`config.mk`:
```
export PLATFORM = sky130hd
export DESIGN_NAME = store_line_merge_flat
export DESIGN_NICKNAME = d
export VERILOG_FILES = /design/src/rtl/store_line_merge_if.sv /design/src/rtl/store_line_merge.sv /design/src/flat_wrapper.sv
export SDC_FILE = /design/constraint.sdc
export NUM_CORES = 1
export LEC_CHECK = 0
export CORE_ASPECT_RATIO = 0.8
export CORE_MARGIN = 5
export CORE_UTILIZATION = 45
export DETAILED_ROUTE_END_ITERATION = 12
export MAX_ROUTING_LAYER = met4
export PLACE_DENSITY = 0.88
export SLEW_MARGIN = 20
export SYNTH_ARGS = -nofsm -noshare
export SYNTH_HDL_FRONTEND = slang
export SYNTH_SLANG_ARGS = --single-unit
```
`constraint.sdc`:
```
create_clock -name clk -period 3.65 [get_ports clk]
set_input_delay 0.9125 -clock clk [delete_from_list [all_inputs] [get_ports clk]]
set_output_delay 0.9125 -clock clk [all_outputs]
set_load 0.005 [all_outputs]
```
`src/rtl/store_line_merge_if.sv`:
```
// Store-commit request and cache line-write bundle for store_line_merge.
// The slave modport is the merge buffer's view; master is the driver/observer side.
interface store_line_merge_if #(
  parameter int ADDR_W = 64
);
  logic              st_valid_i;
  logic              st_ready_o;
  logic [ADDR_W-1:0] st_addr_i;
  logic [1:0]        st_size_i;
  logic [63:0]       st_data_i;
  logic              flush_i;
  logic              idle_o;
  logic              line_valid_o;
  logic              line_ready_i;
  logic [ADDR_W-1:0] line_addr_o;
  logic [127:0]      line_data_o;
  logic [15:0]       line_be_o;

  modport slave (
    input  st_valid_i, st_addr_i, st_size_i, st_data_i, flush_i, line_ready_i,
    output st_ready_o, idle_o, line_valid_o, line_addr_o, line_data_o, line_be_o
  );

  modport master (
    output st_valid_i, st_addr_i, st_size_i, st_data_i, flush_i, line_ready_i,
    input  st_ready_o, idle_o, line_valid_o, line_addr_o, line_data_o, line_be_o
  );
endinterface

```
`src/rtl/store_line_merge.sv`:
```
// Store line merge buffer: aligns right-justified B/H/W/D store data into its
// 128-bit line position, builds the byte mask, and coalesces consecutive stores
// to the same line before draining the line to the D-cache write port.
module store_line_merge #(
  parameter int ADDR_W  = 64,
  parameter int TIMEOUT = 16
) (
  input  logic               clk,
  input  logic               rst_n,
  store_line_merge_if.slave  bus
);
  localparam int TAG_W = ADDR_W - 4;
  localparam int TMR_W = $clog2(TIMEOUT) + 1;
  localparam logic [TMR_W-1:0] TMR_LAST = TMR_W'(TIMEOUT - 1);

  typedef enum logic [1:0] {
    S_EMPTY,
    S_MERGE,
    S_DRAIN
  } state_t;

  state_t           r_state;
  logic [TAG_W-1:0] r_tag;
  logic [127:0]     r_data;
  logic [15:0]      r_be;
  logic [TMR_W-1:0] r_timer;
  logic             r_line_valid;

  logic [3:0]       w_off;
  logic [63:0]      w_sized;
  logic [15:0]      w_mask_base;
  logic [15:0]      w_mask;
  logic [127:0]     w_aligned;
  logic [127:0]     w_merged;
  logic [15:0]      w_be_next;
  logic             w_tag_match;
  logic             w_ready;
  logic             w_accept;

  // Size-dependent offset rounding, data truncation and base byte mask.
  always_comb begin
    w_off       = bus.st_addr_i[3:0];
    w_sized     = bus.st_data_i;
    w_mask_base = 16'h00FF;
    case (bus.st_size_i)
      2'd0: begin
        w_off       = bus.st_addr_i[3:0];
        w_sized     = {56'd0, bus.st_data_i[7:0]};
        w_mask_base = 16'h0001;
      end
      2'd1: begin
        w_off       = {bus.st_addr_i[3:1], 1'b0};
        w_sized     = {48'd0, bus.st_data_i[15:0]};
        w_mask_base = 16'h0003;
      end
      2'd2: begin
        w_off       = {bus.st_addr_i[3:2], 2'b00};
        w_sized     = {32'd0, bus.st_data_i[31:0]};
        w_mask_base = 16'h000F;
      end
      default: begin
        w_off       = {bus.st_addr_i[3], 3'b000};
        w_sized     = bus.st_data_i;
        w_mask_base = 16'h00FF;
      end
    endcase
  end

  assign w_aligned = {64'd0, w_sized} << {w_off, 3'b000};
  assign w_mask    = w_mask_base << w_off;
  assign w_be_next = r_be | w_mask;

  // Byte-wise overlay of the incoming store onto the buffered line; newest store wins.
  always_comb begin
    w_merged = r_data;
    for (int i = 0; i < 16; i++) begin
      if (w_mask[i]) begin
        w_merged[i*8 +: 8] = w_aligned[i*8 +: 8];
      end
    end
  end

  assign w_tag_match = (bus.st_addr_i[ADDR_W-1:4] == r_tag);

  // In MERGE only same-line stores get in, and a flush takes priority over them.
  always_comb begin
    w_ready = 1'b0;
    if (rst_n) begin
      case (r_state)
        S_EMPTY: w_ready = 1'b1;
        S_MERGE: w_ready = bus.st_valid_i && w_tag_match && !bus.flush_i;
        default: w_ready = 1'b0;
      endcase
    end
  end

  assign w_accept = bus.st_valid_i && w_ready;

  // Merge buffer state machine: capture, coalesce, then hold the line until the cache takes it.
  always_ff @(posedge clk) begin
    if (!rst_n) begin
      r_state      <= S_EMPTY;
      r_tag        <= '0;
      r_data       <= '0;
      r_be         <= '0;
      r_timer      <= '0;
      r_line_valid <= 1'b0;
    end else begin
      case (r_state)
        S_EMPTY: begin
          if (w_accept) begin
            r_tag   <= bus.st_addr_i[ADDR_W-1:4];
            r_data  <= w_aligned;
            r_be    <= w_mask;
            r_timer <= '0;
            r_state <= S_MERGE;
          end
        end
        S_MERGE: begin
          if (w_accept) begin
            r_data  <= w_merged;
            r_be    <= w_be_next;
            r_timer <= '0;
            if (w_be_next == 16'hFFFF) begin
              r_state      <= S_DRAIN;
              r_line_valid <= 1'b1;
            end
          end else begin
            r_timer <= r_timer + 1'b1;
            if (bus.flush_i || bus.st_valid_i || (r_timer == TMR_LAST)) begin
              r_state      <= S_DRAIN;
              r_line_valid <= 1'b1;
            end
          end
        end
        S_DRAIN: begin
          if (bus.line_ready_i) begin
            r_state      <= S_EMPTY;
            r_line_valid <= 1'b0;
            r_tag        <= '0;
            r_data       <= '0;
            r_be         <= '0;
            r_timer      <= '0;
          end
        end
        default: begin
          r_state      <= S_EMPTY;
          r_line_valid <= 1'b0;
        end
      endcase
    end
  end

  assign bus.st_ready_o   = w_ready;
  assign bus.idle_o       = (r_state == S_EMPTY);
  assign bus.line_valid_o = r_line_valid;
  assign bus.line_addr_o  = {r_tag, 4'h0};
  assign bus.line_data_o  = r_data;
  assign bus.line_be_o    = r_be;

endmodule
```
`src/flat_wrapper.sv`:
```
// flat-port wrapper written by rule: the top's interface ports become plain ports
module store_line_merge_flat 
#(
  parameter int ADDR_W  = 64,
  parameter int TIMEOUT = 16
)
  (clk, rst_n, bus_st_valid_i, bus_st_addr_i, bus_st_size_i, bus_st_data_i, bus_flush_i, bus_line_ready_i, bus_st_ready_o, bus_idle_o, bus_line_valid_o, bus_line_addr_o, bus_line_data_o, bus_line_be_o);
  store_line_merge_if #(.ADDR_W(ADDR_W)) bus_i ();
  input  logic clk;
  input  logic rst_n;
  input wire logic [$bits(bus_i.st_valid_i)-1:0] bus_st_valid_i;
  input wire logic [$bits(bus_i.st_addr_i)-1:0] bus_st_addr_i;
  input wire logic [$bits(bus_i.st_size_i)-1:0] bus_st_size_i;
  input wire logic [$bits(bus_i.st_data_i)-1:0] bus_st_data_i;
  input wire logic [$bits(bus_i.flush_i)-1:0] bus_flush_i;
  input wire logic [$bits(bus_i.line_ready_i)-1:0] bus_line_ready_i;
  output wire logic [$bits(bus_i.st_ready_o)-1:0] bus_st_ready_o;
  output wire logic [$bits(bus_i.idle_o)-1:0] bus_idle_o;
  output wire logic [$bits(bus_i.line_valid_o)-1:0] bus_line_valid_o;
  output wire logic [$bits(bus_i.line_addr_o)-1:0] bus_line_addr_o;
  output wire logic [$bits(bus_i.line_data_o)-1:0] bus_line_data_o;
  output wire logic [$bits(bus_i.line_be_o)-1:0] bus_line_be_o;
  assign bus_i.st_valid_i = bus_st_valid_i;
  assign bus_i.st_addr_i = bus_st_addr_i;
  assign bus_i.st_size_i = bus_st_size_i;
  assign bus_i.st_data_i = bus_st_data_i;
  assign bus_i.flush_i = bus_flush_i;
  assign bus_i.line_ready_i = bus_line_ready_i;
  assign bus_st_ready_o = bus_i.st_ready_o;
  assign bus_idle_o = bus_i.idle_o;
  assign bus_line_valid_o = bus_i.line_valid_o;
  assign bus_line_addr_o = bus_i.line_addr_o;
  assign bus_line_data_o = bus_i.line_data_o;
  assign bus_line_be_o = bus_i.line_be_o;
  store_line_merge #(.ADDR_W(ADDR_W), .TIMEOUT(TIMEOUT)) u_core (.clk(clk), .rst_n(rst_n), .bus(bus_i));
endmodule
```
-- Word-level counts from Yosys, hierarchy flattened
Cells that the tools add are included.
- shift operators: 2
- reductions and logical operators: 31
- muxes and demuxes: 47
- bitwise operators: 2
- equality and inequality tests: 28
- $add $sub $neg: 1
- operator list (cell ; number):
    $mux 128 ; 3
    $pmux 128 s3 ; 1
    $pmux 64 s3 ; 1
    $mux 8 ; 16
    $shl 64x7->128 ; 1
    $mux 60 ; 2
    $pmux 60 s2 ; 1
    $reduce_and 5->1 ; 16
    $eq 60x60->1 ; 1
    $mux 16 ; 3
    $pmux 16 s3 ; 1
    $ne 2x1->1 const B ; 18
    $pmux 8 s3 ; 1
    $eq 16x16->1 const B ; 1
    $or 16x16->16 ; 1
    $shl 8x4->16 ; 1
    $mux 5 ; 3
    $pmux 5 s3 ; 1
    $reduce_and 4->1 ; 3
    $mux 2 ; 5
    $pmux 3 s3 ; 1
    $pmux 2 s3 ; 1
    $reduce_and 3->1 ; 2
    $add 5x1->5 const B ; 1
    16 further kinds ; 26
- output and inout bits: 211
- input bits: 135
- logic and storage cells: 132
- flip-flop bits (word level): 212

-- Logic depth before layout (Yosys ltp)
- depth in word-level cells: 8
- depth in mapped cells: 11
- mapped depth without buffers: 8

-- Worst setup path after synthesis
Ideal clock, no wire load.
- kind: input -> output
- start point: input port bus_st_addr_i[22]
- end point: output port bus_st_ready_o
- arrival time: 2.359 ns
- buffers on the path: 0
- stages: 6
- data required time: 2.738 ns
- setup slack: 0.378 ns
- cell sequence: inv_1 -> a22o_1 -> or4_1 -> nor4_4 -> a21oi_1 -> nor2b_1
- longest elaborated chain between the ends: 5
- RTL lines (element ; RTL line ; text):
    from (decl) ; flat_wrapper.sv:12 ; input wire logic [$bits(bus_i.st_addr_i)-1:0] bus_st_addr_i;
    $eq 60x60->1 ; store_line_merge.sv:83 ; assign w_tag_match = (bus.st_addr_i[ADDR_W-1:4] == r_tag);
    $logic_and 1x1->1 (2 in series) ; store_line_merge.sv:91 ; S_MERGE: w_ready = bus.st_valid_i && w_tag_match && !bus.flush_i;
    $pmux 1 s2 ; store_line_merge.sv:89 ; case (r_state)
    $mux 1 ; store_line_merge.sv:88 ; if (rst_n) begin
    to (decl) ; flat_wrapper.sv:17 ; output wire logic [$bits(bus_i.st_ready_o)-1:0] bus_st_ready_o;
No other way between the ends.

-- Worst setup path in the final report
- start point: input port bus_st_addr_i[26]
- end point: output port bus_st_ready_o
The elaborated chain is that of the path after synthesis.

==> impl_metrics.toml <==
[outcome]
status = "completed"

[sta]
tightest_slew_ns = 1.08
finalWorstSetupSlack_ns = 0.0519
fin_crit_ns = 3.60
skew_ns = 0.0175
setup_violations = 0
max_slew_margin_pct = 27.7
hold_violations = 0
fmax_mhz = 278
slew_violations = 0
min_period_over_period_pct = 98.6

[die]
die_y_um = 148
fp-row-count = 50
die_area_um2 = 26900
die_w_um = 182
ioPinCount = 346
start_util_pct = 45.6
core_area_um2 = 23300

[clock_tree]
cts_tree = "done"
numCtsBuffers = 24
clockBufferDepth = 3
clkTransAtPathRegs_ns = 0.06
clock_tree.root_cell = "clkbuf_16"
cts_sinks = 212
holdBufCountCts = 0
htreeDepth = 1
clkLatencyLatePin_ns = 0.53

[place]
dpl_cell_area_um2 = 14900
gp_congestion = 0.937
preCtsSetupSlack_ns = -0.600
port_buffers = 341
hpwlAfterDp_um = 29400

[synthesis]
yosysTopAreaCell = "dfxtp_1"
yosys.area_share.simple_pct = 24.7
synth_compound_area_share_pct = 14.4
synth_ff_type = "dfxtp_1"
synth_top_family_by_area = "simple AND/OR/NAND/NOR gates"
synth_seq_cells = 212
synth_mux_area_share_pct = 12.1
avgSynthCellArea_um2 = 8.51
ys_warn_count = 0
syn_inst = 1251
synth_edf_count = 0
yosys-top-cells-area = "dfxtp_1 40%, mux2i_1 12%, nand2_1 10%, a22o_1 4.1%, nor2b_1 4.1%"
ys_seq_area_share_pct = 39.8
ys_types = 61
synth_xor_area_share_pct = 3.95
synthAdderAreaFrac_pct = 0.705
netlist_area_um2 = 10700
post-synth-top-area-fraction_pct = 39.8
async_flop_share_pct = 0

[power]
p_total_mw = 9.32
p_per_area_nw_per_um2 = 589
power.leakage_nw = 6.31
ir_worst_vdd_v = 0.000388

[hold_path]
hp-class = "reg -> reg"

[worst_setup_path]
worstPathRequired_ns = 2.74
cp-start-kind = "input pin"
crit_path_cell_trace = "clkdlybuf4s50_1, xor2_1, nor3_1, nand4_1, nor4_4, a21oi_2, nor2b_1, buf_2"
slowest_delay_ns = 0.44
path_class = "in -> out"
cp_max_fo = 2
arrival_ns = 2.69
cp-end-kind = "output port"
slowest_stage = "clkdlybuf4s50_1"

[detailed_routing]
drc = 0
wl_um = 40100
ant_nets = 0
viasPerCell = 5.58
dr.pass1.iters = 6
routed-via-count = 10800
drt_iter0_drc = 812
wl_per_cell_um = 20.7

[flow_run]
maxCapViolations = 0

[cells_and_area]
syn_to_final_growth_pct = 48.6
postLayoutCellArea_um2 = 15800
fin_nets = 1753
drive_above_1_share_pct = 10.9

[global_route]
grt_pass1_wl_um = 61700
grtUsageTotal_pct = 29.1
antenna_found_initial = 3
grt_max_degree = 77
grt_pass1_vias = 11100
grt_overflow = 0
repair_timing:
action	4_1_cts	5_1_grt
buffers inserted	2	3
resized for setup	37	32
setup endpoints to repair	1	1
pin swaps	16	15
worst max-delay path: cells and delay by family:
kind	cells	cell delay [ns]
and+or+nand+nor	4	0.94
buffers and inverters	2	0.56
AOI/OAI and AO/OA	1	0.12
xor gates and xnor gates	1	0.15
through the flow:
stage	util, %	setup TNS, ns	cells	hold WS (ns)
after floorplan	-	0	1254	0.451
after global placement	63.7	-0.802	1893	0.442
after detailed placement	63.7	-1.51	1893	0.446
after CTS	67.3	0	1936	0.459
after global routing	67.8	-0.0190	1943	0.472
final	67.8	0	1943	0.458
placed cells by master, fill, tap and decap left out, types with 18 or more instances in the layout:
master,instances
buf_4,62
mux2i_1,129
dlymetal6s2s_1,18
nor3_1,29
dfxtp_1,212
clkbuf_16,24
nor2b_1,69
nor2_1,36
inv_1,18
a22o_1,50
nor3b_1,52
a21oi_1,74
nand2_1,295
clkdlybuf4s50_1,305
xor2_1,30
final timing paths:
path | startpoint | end | slack, ns | cells past startpoint
worst max register to register | u_core.r_tag[52] | u_core.bus.line_data_o[50] | 0.76 | 12
worst max-delay path | bus_st_addr_i[26] | bus_st_ready_o | 0.05 | 8
worst min-delay path | u_core.bus.line_data_o[125] | u_core.bus.line_data_o[125] | 0.46 | 2
worst min register to register | u_core.bus.line_data_o[125] | u_core.bus.line_data_o[125] | 0.46 | 2
where the power goes:
part           switching, mW  internal, mW
clock                  0.995          1.41
combinational           1.99          1.99
sequential             0.295          2.64
total                   3.28          6.04
Yosys cell counts, types with 15 or more instances:
cell and n:
xor2_1 31, xnor2_1 17, nor2_1 36, o221a_2 15, a22o_1 50, a21oi_1 75
nor3b_1 54, dfxtp_1 212, nor2b_1 69, nand2_1 295, clkbuf_1 72, nor3_1 29
mux2i_1 129, inv_1 25
metal layers:
metal / GRT usage, % / routed length, um / vias to the layer above
met5: - / 0 / -
met4: 10.2 / 1530 / 0
met3: 7.65 / 3660 / 108
met2: 47.7 / 18900 / 548
met1: 34.9 / 16000 / 5135
li1: - / - / 5050
cell families after synthesis:
family,count (synthesis)
other,1
xor gates and xnor gates,48
AOI/OAI and AO/OA,198
muxes,129
DFF,212
and+or+nand+nor,546
buffers and inverters,111
adders and majority gates,6
sequential cells by signal (all words and copies together), names as in the netlist:
signal and count:
u_core.r_timer 5, u_core.bus.line_data_o 128, u_core.bus.line_be_o 16, u_core.r_state 2
u_core.bus.line_valid_o 1, u_core.r_tag 60
final cells by class:
class	instances	area, um2
Antenna cell	4	10.0
Clock buffer	33	664
Clock inverter	8	108
Fill cell	1764	7510
Inverter	25	93.8
Multi-Input combinational cell	931	6110
Sequential cell	212	4240
Tap cell	312	390
Timing Repair Buffer	418	4200
Power figures use the tool's default switching activity.
